**src/rtl/shift_writeback_pkg.sv**
```systemverilog
// Shared CPU package: shifter FSM state encoding and default datapath sizes.
// Imported by shift_writeback, shift_counter and shift_writeback_if.
package shift_writeback_pkg;

  localparam int DEF_WIDTH = 16;
  localparam int DEF_CNT_W = 4;

  typedef enum logic [1:0] {
    ST_IDLE  = 2'd0,
    ST_SHIFT = 2'd1,
    ST_DONE  = 2'd2
  } sw_state_e;

endpackage

```
**src/rtl/shift_writeback_if.sv**
```systemverilog
// Bus/handshake bundle between the CPU datapath and the Z writeback shifter.
// With ROTATE_EN defined, the bundle also carries shift_rotate.
interface shift_writeback_if
  import shift_writeback_pkg::*;
#(
  parameter int WIDTH = DEF_WIDTH,
  parameter int CNT_W = DEF_CNT_W
);
  logic [WIDTH-1:0] DATA;
  logic [WIDTH-1:0] from_shifter;
  logic             Z_in;
  logic             Z_out;
  logic             shift_start;
  logic             shift_dir;
  logic [CNT_W-1:0] shift_count;
`ifdef ROTATE_EN
  logic             shift_rotate;
`endif
  logic [WIDTH-1:0] REG_OUT_Z;
  logic             carry_out;
  logic             busy;
  logic             done;

  modport master (
    output DATA, from_shifter, Z_in, Z_out, shift_start, shift_dir, shift_count,
`ifdef ROTATE_EN
    output shift_rotate,
`endif
    input  REG_OUT_Z, carry_out, busy, done
  );

  modport slave (
    input  DATA, from_shifter, Z_in, Z_out, shift_start, shift_dir, shift_count,
`ifdef ROTATE_EN
    input  shift_rotate,
`endif
    output REG_OUT_Z, carry_out, busy, done
  );

endinterface

```
**src/rtl/shift_writeback_shift_counter.sv**
```systemverilog
// Down-counter for the iterative shifter: load, decrement and zero/last flags.
// It never decrements below zero.
module shift_counter
  import shift_writeback_pkg::*;
#(
  parameter int CNT_W = DEF_CNT_W
) (
  input  logic             clk,
  input  logic             reset,
  input  logic             load,
  input  logic [CNT_W-1:0] load_val,
  input  logic             dec,
  output logic             zero,
  output logic             last
);

  logic [CNT_W-1:0] cnt_reg;
  logic [CNT_W-1:0] cnt_next;

  always_comb begin
    cnt_next = cnt_reg;
    if (load) begin
      cnt_next = load_val;
    end else if (dec && (cnt_reg != '0)) begin
      cnt_next = cnt_reg - CNT_W'(1);
    end
  end

  always_ff @(posedge clk or posedge reset) begin
    if (reset) begin
      cnt_reg <= '0;
    end else begin
      cnt_reg <= cnt_next;
    end
  end

  assign zero = (cnt_reg == '0);
  assign last = (cnt_reg == CNT_W'(1));

endmodule

```
**src/rtl/shift_writeback.sv**
```systemverilog
// Z register with capture from the combinational shifter and an iterative
// one-bit-per-cycle shift engine; rotate mode is built when ROTATE_EN is defined.
module shift_writeback
  import shift_writeback_pkg::*;
#(
  parameter int WIDTH = DEF_WIDTH,
  parameter int CNT_W = DEF_CNT_W
) (
  input  logic               clk,
  input  logic               reset,
  shift_writeback_if.slave   bus
);

  sw_state_e        state_reg, state_next;
  logic [WIDTH-1:0] z_reg, z_next;
  logic             carry_reg, carry_next;
  logic             dir_reg, dir_next;
  logic             rot_reg, rot_next;
  logic             cnt_load, cnt_dec, cnt_zero, cnt_last;
  logic [WIDTH-1:0] shl_val, shr_val;
  logic             fill_l, fill_r;

  shift_counter #(
    .CNT_W (CNT_W)
  ) u_shift_counter (
    .clk      (clk),
    .reset    (reset),
    .load     (cnt_load),
    .load_val (bus.shift_count),
    .dec      (cnt_dec),
    .zero     (cnt_zero),
    .last     (cnt_last)
  );

  // Vacated bit: zero for logical shifts, the ejected bit when rotating.
  assign fill_l = rot_reg & z_reg[WIDTH-1];
  assign fill_r = rot_reg & z_reg[0];

  generate
    for (genvar gi = 0; gi < WIDTH; gi++) begin : g_shift
      if (gi == 0) begin : g_lsb
        assign shl_val[gi] = fill_l;
      end else begin : g_lsb_n
        assign shl_val[gi] = z_reg[gi-1];
      end
      if (gi == WIDTH-1) begin : g_msb
        assign shr_val[gi] = fill_r;
      end else begin : g_msb_n
        assign shr_val[gi] = z_reg[gi+1];
      end
    end
  endgenerate

  always_comb begin
    state_next = state_reg;
    z_next     = z_reg;
    carry_next = carry_reg;
    dir_next   = dir_reg;
    rot_next   = rot_reg;
    cnt_load   = 1'b0;
    cnt_dec    = 1'b0;

    case (state_reg)
      ST_IDLE: begin
        // shift_start has priority over a simultaneous capture.
        if (bus.shift_start) begin
          z_next   = bus.DATA;
          dir_next = bus.shift_dir;
`ifdef ROTATE_EN
          rot_next = bus.shift_rotate;
`else
          rot_next = 1'b0;
`endif
          cnt_load = 1'b1;
          if (bus.shift_count == '0) begin
            carry_next = 1'b0;
            state_next = ST_DONE;
          end else begin
            state_next = ST_SHIFT;
          end
        end else if (bus.Z_in) begin
          z_next = bus.from_shifter;
        end
      end

      ST_SHIFT: begin
        cnt_dec = 1'b1;
        if (dir_reg) begin
          z_next     = shr_val;
          carry_next = z_reg[0];
        end else begin
          z_next     = shl_val;
          carry_next = z_reg[WIDTH-1];
        end
        if (cnt_last || cnt_zero) begin
          state_next = ST_DONE;
        end
      end

      ST_DONE: begin
        state_next = ST_IDLE;
      end

      default: begin
        state_next = ST_IDLE;
      end
    endcase
  end

  always_ff @(posedge clk or posedge reset) begin
    if (reset) begin
      state_reg <= ST_IDLE;
      z_reg     <= '0;
      carry_reg <= 1'b0;
      dir_reg   <= 1'b0;
      rot_reg   <= 1'b0;
    end else begin
      state_reg <= state_next;
      z_reg     <= z_next;
      carry_reg <= carry_next;
      dir_reg   <= dir_next;
      rot_reg   <= rot_next;
    end
  end

  assign bus.REG_OUT_Z = bus.Z_out ? z_reg : '0;
  assign bus.carry_out = carry_reg;
  assign bus.busy      = (state_reg != ST_IDLE);
  assign bus.done      = (state_reg == ST_DONE);

endmodule

```
**src/flat_wrapper.sv**
```systemverilog
// flat-port wrapper written by rule: the top's interface ports become plain ports
module shift_writeback_flat import shift_writeback_pkg::*;
#(
  parameter int WIDTH = DEF_WIDTH,
  parameter int CNT_W = DEF_CNT_W
)
  (clk, reset, bus_DATA, bus_from_shifter, bus_Z_in, bus_Z_out, bus_shift_start, bus_shift_dir, bus_shift_count, bus_REG_OUT_Z, bus_carry_out, bus_busy, bus_done);
  shift_writeback_if #(.WIDTH(WIDTH), .CNT_W(CNT_W)) bus_i ();
  input  logic clk;
  input  logic reset;
  input wire logic [$bits(bus_i.DATA)-1:0] bus_DATA;
  input wire logic [$bits(bus_i.from_shifter)-1:0] bus_from_shifter;
  input wire logic [$bits(bus_i.Z_in)-1:0] bus_Z_in;
  input wire logic [$bits(bus_i.Z_out)-1:0] bus_Z_out;
  input wire logic [$bits(bus_i.shift_start)-1:0] bus_shift_start;
  input wire logic [$bits(bus_i.shift_dir)-1:0] bus_shift_dir;
  input wire logic [$bits(bus_i.shift_count)-1:0] bus_shift_count;
  output wire logic [$bits(bus_i.REG_OUT_Z)-1:0] bus_REG_OUT_Z;
  output wire logic [$bits(bus_i.carry_out)-1:0] bus_carry_out;
  output wire logic [$bits(bus_i.busy)-1:0] bus_busy;
  output wire logic [$bits(bus_i.done)-1:0] bus_done;
  assign bus_i.DATA = bus_DATA;
  assign bus_i.from_shifter = bus_from_shifter;
  assign bus_i.Z_in = bus_Z_in;
  assign bus_i.Z_out = bus_Z_out;
  assign bus_i.shift_start = bus_shift_start;
  assign bus_i.shift_dir = bus_shift_dir;
  assign bus_i.shift_count = bus_shift_count;
  assign bus_REG_OUT_Z = bus_i.REG_OUT_Z;
  assign bus_carry_out = bus_i.carry_out;
  assign bus_busy = bus_i.busy;
  assign bus_done = bus_i.done;
  shift_writeback #(.WIDTH(WIDTH), .CNT_W(CNT_W)) u_core (.clk(clk), .reset(reset), .bus(bus_i));
endmodule
```
**config.mk**
```make
export PLATFORM = sky130hd
export DESIGN_NAME = shift_writeback_flat
export DESIGN_NICKNAME = d
export VERILOG_FILES = /design/src/rtl/shift_writeback_pkg.sv /design/src/rtl/shift_writeback_if.sv /design/src/rtl/shift_writeback_shift_counter.sv /design/src/rtl/shift_writeback.sv /design/src/flat_wrapper.sv
export SDC_FILE = /design/constraint.sdc
export NUM_CORES = 1
export LEC_CHECK = 0
export CAP_MARGIN = 20
export CORE_ASPECT_RATIO = 1.4
export CORE_UTILIZATION = 45
export DETAILED_ROUTE_END_ITERATION = 10
export PLACE_DENSITY = 0.77
export SYNTH_ARGS = -nofsm -noshare
export SYNTH_HDL_FRONTEND = slang
export SYNTH_SLANG_ARGS = --single-unit
```
**constraint.sdc**
```tcl
create_clock -name clk -period 2.1 [get_ports clk]
set_input_delay 0.63 -clock clk [delete_from_list [all_inputs] [get_ports clk]]
set_output_delay 0.63 -clock clk [all_outputs]
set_load 0.02 [all_outputs]
```
==> results of run 1 <==
[metal layers]
metal  up-vias  routed length, um
met5         -                  0
met3         2                204
met1       689               1550
li1        697                  -
met4         0                 19
met2        46               2220
[worst max-delay path, stage by stage]
cell	delay [ns]
dlygate4sd2_1	0.26
buf_4	0.16
and2_1	0.15
buf_2	0.15
[power breakdown]
group	internal (W)	total (W)	switching, W
registers	0.000710	0.000958	0.000248
logic	0.000943	0.00175	0.000805
clock network	0.000167	0.000318	0.000150
[logic make-up after synthesis]
family	share of synthesized area
compound gates	0.0434
simple gates	0.145
buf+inv	0.0545
mux	0.389
flops	0.353
fa+ha+maj	0.0147
[area by class of cell]
cell class | count | area (um^2)
fillers | 330 | 1280
multi-input cells | 120 | 1010
repair buffers | 71 | 632
flip-flops and latches | 24 | 601
clock buffers | 4 | 55.1
well taps | 42 | 52.6
inverters | 4 | 15.0
[cell usage after synthesis]
library cell / n
mux2_2: 15
or4_1: 1
ha_1: 2
or3b_1: 1
mux2i_1: 47
buf_12: 1
nand2b_1: 2
and3b_1: 1
o22ai_1: 1
nand2_1: 4
a31oi_1: 4
nand4b_1: 1
inv_1: 4
buf_2: 4
o41ai_1: 1
and2_1: 16
o21ai_0: 5
nor4_1: 1
buf_4: 1
o2bb2ai_1: 1
buf_6: 2
mux2_1: 2
nor3_1: 1
nor2_2: 1
or3_1: 4
or2_2: 1
dfrtp_1: 24
nor2_1: 6
nor2b_1: 1
clkbuf_1: 2
nor3b_1: 1
[per-stage QoR]
stage,TNS (ns),std cells,total power [W]
floorplan,0,158,0.00229
global placement,-8.04,260,0.00274
detailed placement,-8.17,260,0.00282
CTS,0,265,0.00307
global route,0,265,0.00326
finish,0,265,0.00302
[cells in the final DEF, fill, tap and decap left out, drive strengths merged, types with 5 or more instances in the layout]
master	synthesis	routed
and2	16	16
buf	8	27
clkdlybuf4s50	0	41
dfrtp	24	24
mux2	17	17
mux2i	47	47
nor2	7	7
o21ai	5	5
[path summary, 6_finish.rpt]
kind / from / to / slack, ns / cells after the start
setup / recovery: bus_Z_out / bus_REG_OUT_Z[11] / 0.12 / 4
hold / removal: u_core.bus.carry_out$_DFFE_PP0P_ / u_core.bus.carry_out$_DFFE_PP0P_ / 0.55 / 2
setup reg to reg: u_core.u_shift_counter.cnt_reg[0]$_DFFE_PP0P_ / u_core.u_shift_counter.cnt_reg[3]$_DFFE_PP0P_ / 0.26 / 5
hold reg to reg: u_core.bus.carry_out$_DFFE_PP0P_ / u_core.bus.carry_out$_DFFE_PP0P_ / 0.55 / 2
max in group asynchronous: reset / u_core.bus.carry_out$_DFFE_PP0P_ / 1.15 / 3
min in group asynchronous: reset / u_core.u_shift_counter.cnt_reg[2]$_DFFE_PP0P_ / 0.70 / 3
[timing repair]
item,CTS,global route
setup endpoints to repair,18,0
resized for setup,71,0
hold buffers,0,0
==> metrics, run 1 <==
status=finished clean; largest net degree at the start of global routing=30; Num Clock Sinks=24; maximum vdd drop=0.860 mV; vias in the first global route=1468; CTS max path bufs=2; CP Data Required Time=1.47 ns; Synth-to-Final Area Change=39.1%; CP endpoint kind=primary output; GR Layer Usage met1=0.213; WHS=0.555 ns; CP Max Fanout=7; core area=3640 um^2; Slew Viols, Final=0; Rows=26; register area share after synthesis=0.353; syn avg cell area=10.8 um^2; worst slew pin tran=0.465 ns; critical path type=in2out; met2 GRT Util=0.438; I/O pins=61; total track usage=0.215; unrepaired setup endpoints after global routing=no; crit share post-route=0.945; Die Ht=74.7 um; Yosys warning count=0; top cells by area, synth=dfrtp_1 (35%), mux2i_1 (28%), mux2_2 (9.9%); Final Cell Area=2360 um^2; Final Hold Viols=0; post-CTS setup buffer count=0; synthesized instance count=158; Routed WL per cell=15.1 um; largest area contributor in the netlist=dfrtp_1; Worst-path clk slew=0.09 ns; max FFs per register=16; min-delay worst type=reg2reg; gr busiest metal=met2; H-tree depth=1; post-layout util=0.649; Post-Synthesis Cell Area=1700 um^2; clk_lat worst skew=0.26 ns; die width=54.0 um; initial antenna violation count=0; fraction of layout cells with a size suffix above 1=0.220; CTS tree=yes; pre-CTS WS=-0.524 ns; Mapped Nets=202; maxcap violations=0; CP arrival=1.35 ns; worst clock skew=0.00201 ns; total routed wirelength=3.99 mm; PD cells=1280 nW/um^2; Initial DRC Count=22; starting density of the core=0.467; CP startpoint kind=input port; First-pass DRT Iterations=4; final setup vio count=0; via count=1434; nets=268; antenna-violating nets left=0; vias per cell=5.41; die area=4030 um^2; total CTS buffers=3; leakage=1.12 nW; remaining global-route overflow=0; dpl cell area=2380 um^2; max_slew headroom=0.689; Clock Tree Root=clkbuf_8; Antenna diodes=0; share of the synthesized area in the top cell type=0.353; Tmin final=1.98 ns; number of port buffers=60; global-route wire length before repair=6.26 mm; Fmax=504 MHz; Yosys reg bits=24; HPWL Detailed=3.06 mm; fin worst setup slack=0.116 ns; RD Place Congestion=0.707; met3 usage=0.0323; distinct cell type count after synthesis=31; number of remaining DRC errors=0
(Power assumes the default switching activity.)
==> run 2: changes to the inputs <==
- CELL_PAD_IN_SITES_DETAIL_PLACEMENT: unset -> 0
- CELL_PAD_IN_SITES_GLOBAL_PLACEMENT: unset -> 2
- CORE_UTILIZATION: 45 -> 27
- PLACE_DENSITY: 0.77 -> 0.76
==> run 2 against run 1 <==
First-iteration DRC count rose to 3.1 times the previous value. Clock skew rose by 0.0037 ns. Via count fell by 3.4%. Setup slack improved by 0.014 ns. Critical endpoint is now bus_REG_OUT_Z[3].
==> metrics, run 2 (synthesis results as in run 1) <==
CP Data Required Time=1.47 ns (about the same); reg2reg path depth=5 (unchanged); HPWL Detailed=3.05 mm (-0.32%); number of remaining DRC errors=0 (unchanged); WHS=0.543 ns (-0.0115 ns); number of port buffers=60 (unchanged); Synth-to-Final Area Change=42.4%; core area=5950 um^2 (+63%); CTS max path bufs=2 (unchanged); antenna-violating nets left=0 (unchanged); leakage=1.14 nW (+1.7%); unrepaired setup endpoints after global routing=no; global-route wire length before repair=7.00 mm (+12%); H-tree depth=1 (unchanged); CP max-delay cell=dlygate4sd2_1; CP arrival=1.34 ns (about the same); switch share=0.392 (-0.00569); maxcap violations=0 (unchanged); met2 GRT Util=0.218 (-0.220); total CTS buffers=3 (unchanged); Reg power frac=0.307 (-0.010); final setup vio count=0 (unchanged); post-CTS setup buffer count=0 (unchanged); min-delay worst type=reg2reg; status=finished clean; die area=6620 um^2 (+64%); Antenna diodes=0 (unchanged); via count=1385 (-3.4%); critical path type=in2out; starting density of the core=0.286 (-0.181); RD Place Congestion=0.739 (+4.6%); commonest non-fill, non-tap cell in the layout=mux2i_1; Comb power frac=0.587 (+0.009); CP Max Fanout=9 (+2); Clock Tree Root=clkbuf_8; largest net degree at the start of global routing=30 (unchanged); remaining global-route overflow=0 (unchanged); total track usage=0.133 (-0.0825); gr busiest metal=met2; Worst path depth=4 (unchanged); # hold bufs at CTS=0 (unchanged); max FFs per register=16 (unchanged); Rows=33 (+27%); total routed wirelength=4.13 mm (+3.4%); vias per cell=4.71 (-13%); cells along the critical path=dlygate4sd2_1 -> buf_6 -> and2_1 -> buf_4; Worst Hold Depth=2 (unchanged); Switch Pwr=0.00120 W (-0.22%); Num Clock Sinks=24 (unchanged); CTS tree=yes; Initial DRC Count=69 (+210%); worst clock skew=0.00566 ns (+0.00365 ns); post-layout util=0.407 (-0.242); Slew Viols, Final=0 (unchanged); clk_lat worst skew=0.27 ns (about the same); Final Hold Viols=0 (unchanged); I/O pins=61 (unchanged); maximum vdd drop=0.402 mV (-53%); CP endpoint kind=primary output; Routed WL per cell=14.0 um (-6.8%); CP peak stage delay=0.26 ns (about the same); Tmin final=1.97 ns (-0.0137 ns); WP buf/inv=3 (unchanged); vias in the first global route=1317 (-10%); Clk pwr share=0.105 (about the same); worst slew pin tran=0.465 ns (-0.000547 ns); initial antenna violation count=0 (unchanged); internal power=0.00186 W (+2.2%); most frequent cells in the layout=mux2i_1 (47), clkdlybuf4s50_1 (41), dfrtp_1 (24), and2_1 (16), mux2_2 (15); CP startpoint kind=input port; crit share post-route=0.938 (-0.00654); GR Layer Usage met1=0.180 (-0.0330); die width=69.1 um (+28%); met3 usage=0.0262 (-0.00615); Die Ht=95.9 um (+28%); fraction of layout cells with a size suffix above 1=0.219 (-0.000981); nets=269 (+0.37%); Worst-path clk slew=0.09 ns (about the same); PD cells=1260 nW/um^2 (-1.1%); Fmax=508 MHz (+0.70%); Top delay family on crit path=buffers and inverters; First-pass DRT Iterations=4 (unchanged); max_slew headroom=0.690 (about the same)
[run 2: repair_timing]
action	in CTS	in global routing
gates resized for setup	73	1
pin swaps	0	0
setup endpoints to repair	17	1
[run 2: power by group through the flow]
stage / Clock (W) / Combinational, W / Sequential (W)
2_1_floorplan: 0 / 0.00140 / 0.000885
5_1_grt: 0.000356 / 0.00199 / 0.000989
4_1_cts: 0.000340 / 0.00183 / 0.000947
3_3_place_gp: 0 / 0.00188 / 0.000956
6_report: 0.000323 / 0.00180 / 0.000941
3_5_place_dp: 0 / 0.00190 / 0.000956
[run 2: through the flow]
step                      worst slack (ns)  setup TNS, ns  instance area, um^2  cells  total power, W
after floorplan                      0.369              0                 1700    158         0.00229
after global placement              -0.565          -9.22                 2430    290         0.00284
after detailed placement            -0.554          -8.93                 2430    290         0.00286
after CTS                           0.0553              0                 2420    294         0.00312
after global routing                0.0850              0                 2420    294         0.00333
final                                0.130              0                 2420    294         0.00306
[run 2: worst paths after layout]
path	start	to	slack (ns)
worst max-delay path	bus_Z_out	bus_REG_OUT_Z[3]	0.13
worst min-delay path	u_core.bus.carry_out$_DFFE_PP0P_	u_core.bus.carry_out$_DFFE_PP0P_	0.54
worst max register to register	u_core.u_shift_counter.cnt_reg[0]$_DFFE_PP0P_	u_core.u_shift_counter.cnt_reg[3]$_DFFE_PP0P_	0.32
worst min register to register	u_core.bus.carry_out$_DFFE_PP0P_	u_core.bus.carry_out$_DFFE_PP0P_	0.54
max in group asynchronous	reset	u_core.z_reg[8]$_DFFE_PP0P_	1.13
min in group asynchronous	reset	u_core.z_reg[14]$_DFFE_PP0P_	0.72
[run 2: cell type report]
class,count,area (um^2)
fill,618,3520
multi-input combinational,120,1010
timing repair buffer,72,656
sequential,24,601
tap,70,87.6
clock buffer,4,55.1
inverter,4,15.0
[run 2: per-layer routing]
metal / part of all wire / vias up / wire length (um)
met2: 0.48 / 40 / 1960
met5: 0 / - / 0
met1: 0.47 / 647 / 1940
li1: - / 696 / -
met4: 0.0058 / 0 / 24
met3: 0.047 / 2 / 195
[run 2: worst register-to-register path, delay by kind of cell, from the launching register on]
kind                       cells  cell delay, ns
DFF                            1            0.42
and+or+nand+nor                2            0.82
adders and majority gates      1            0.25
buffers and inverters          1            0.07
AOI/OAI and AO/OA              1            0.16
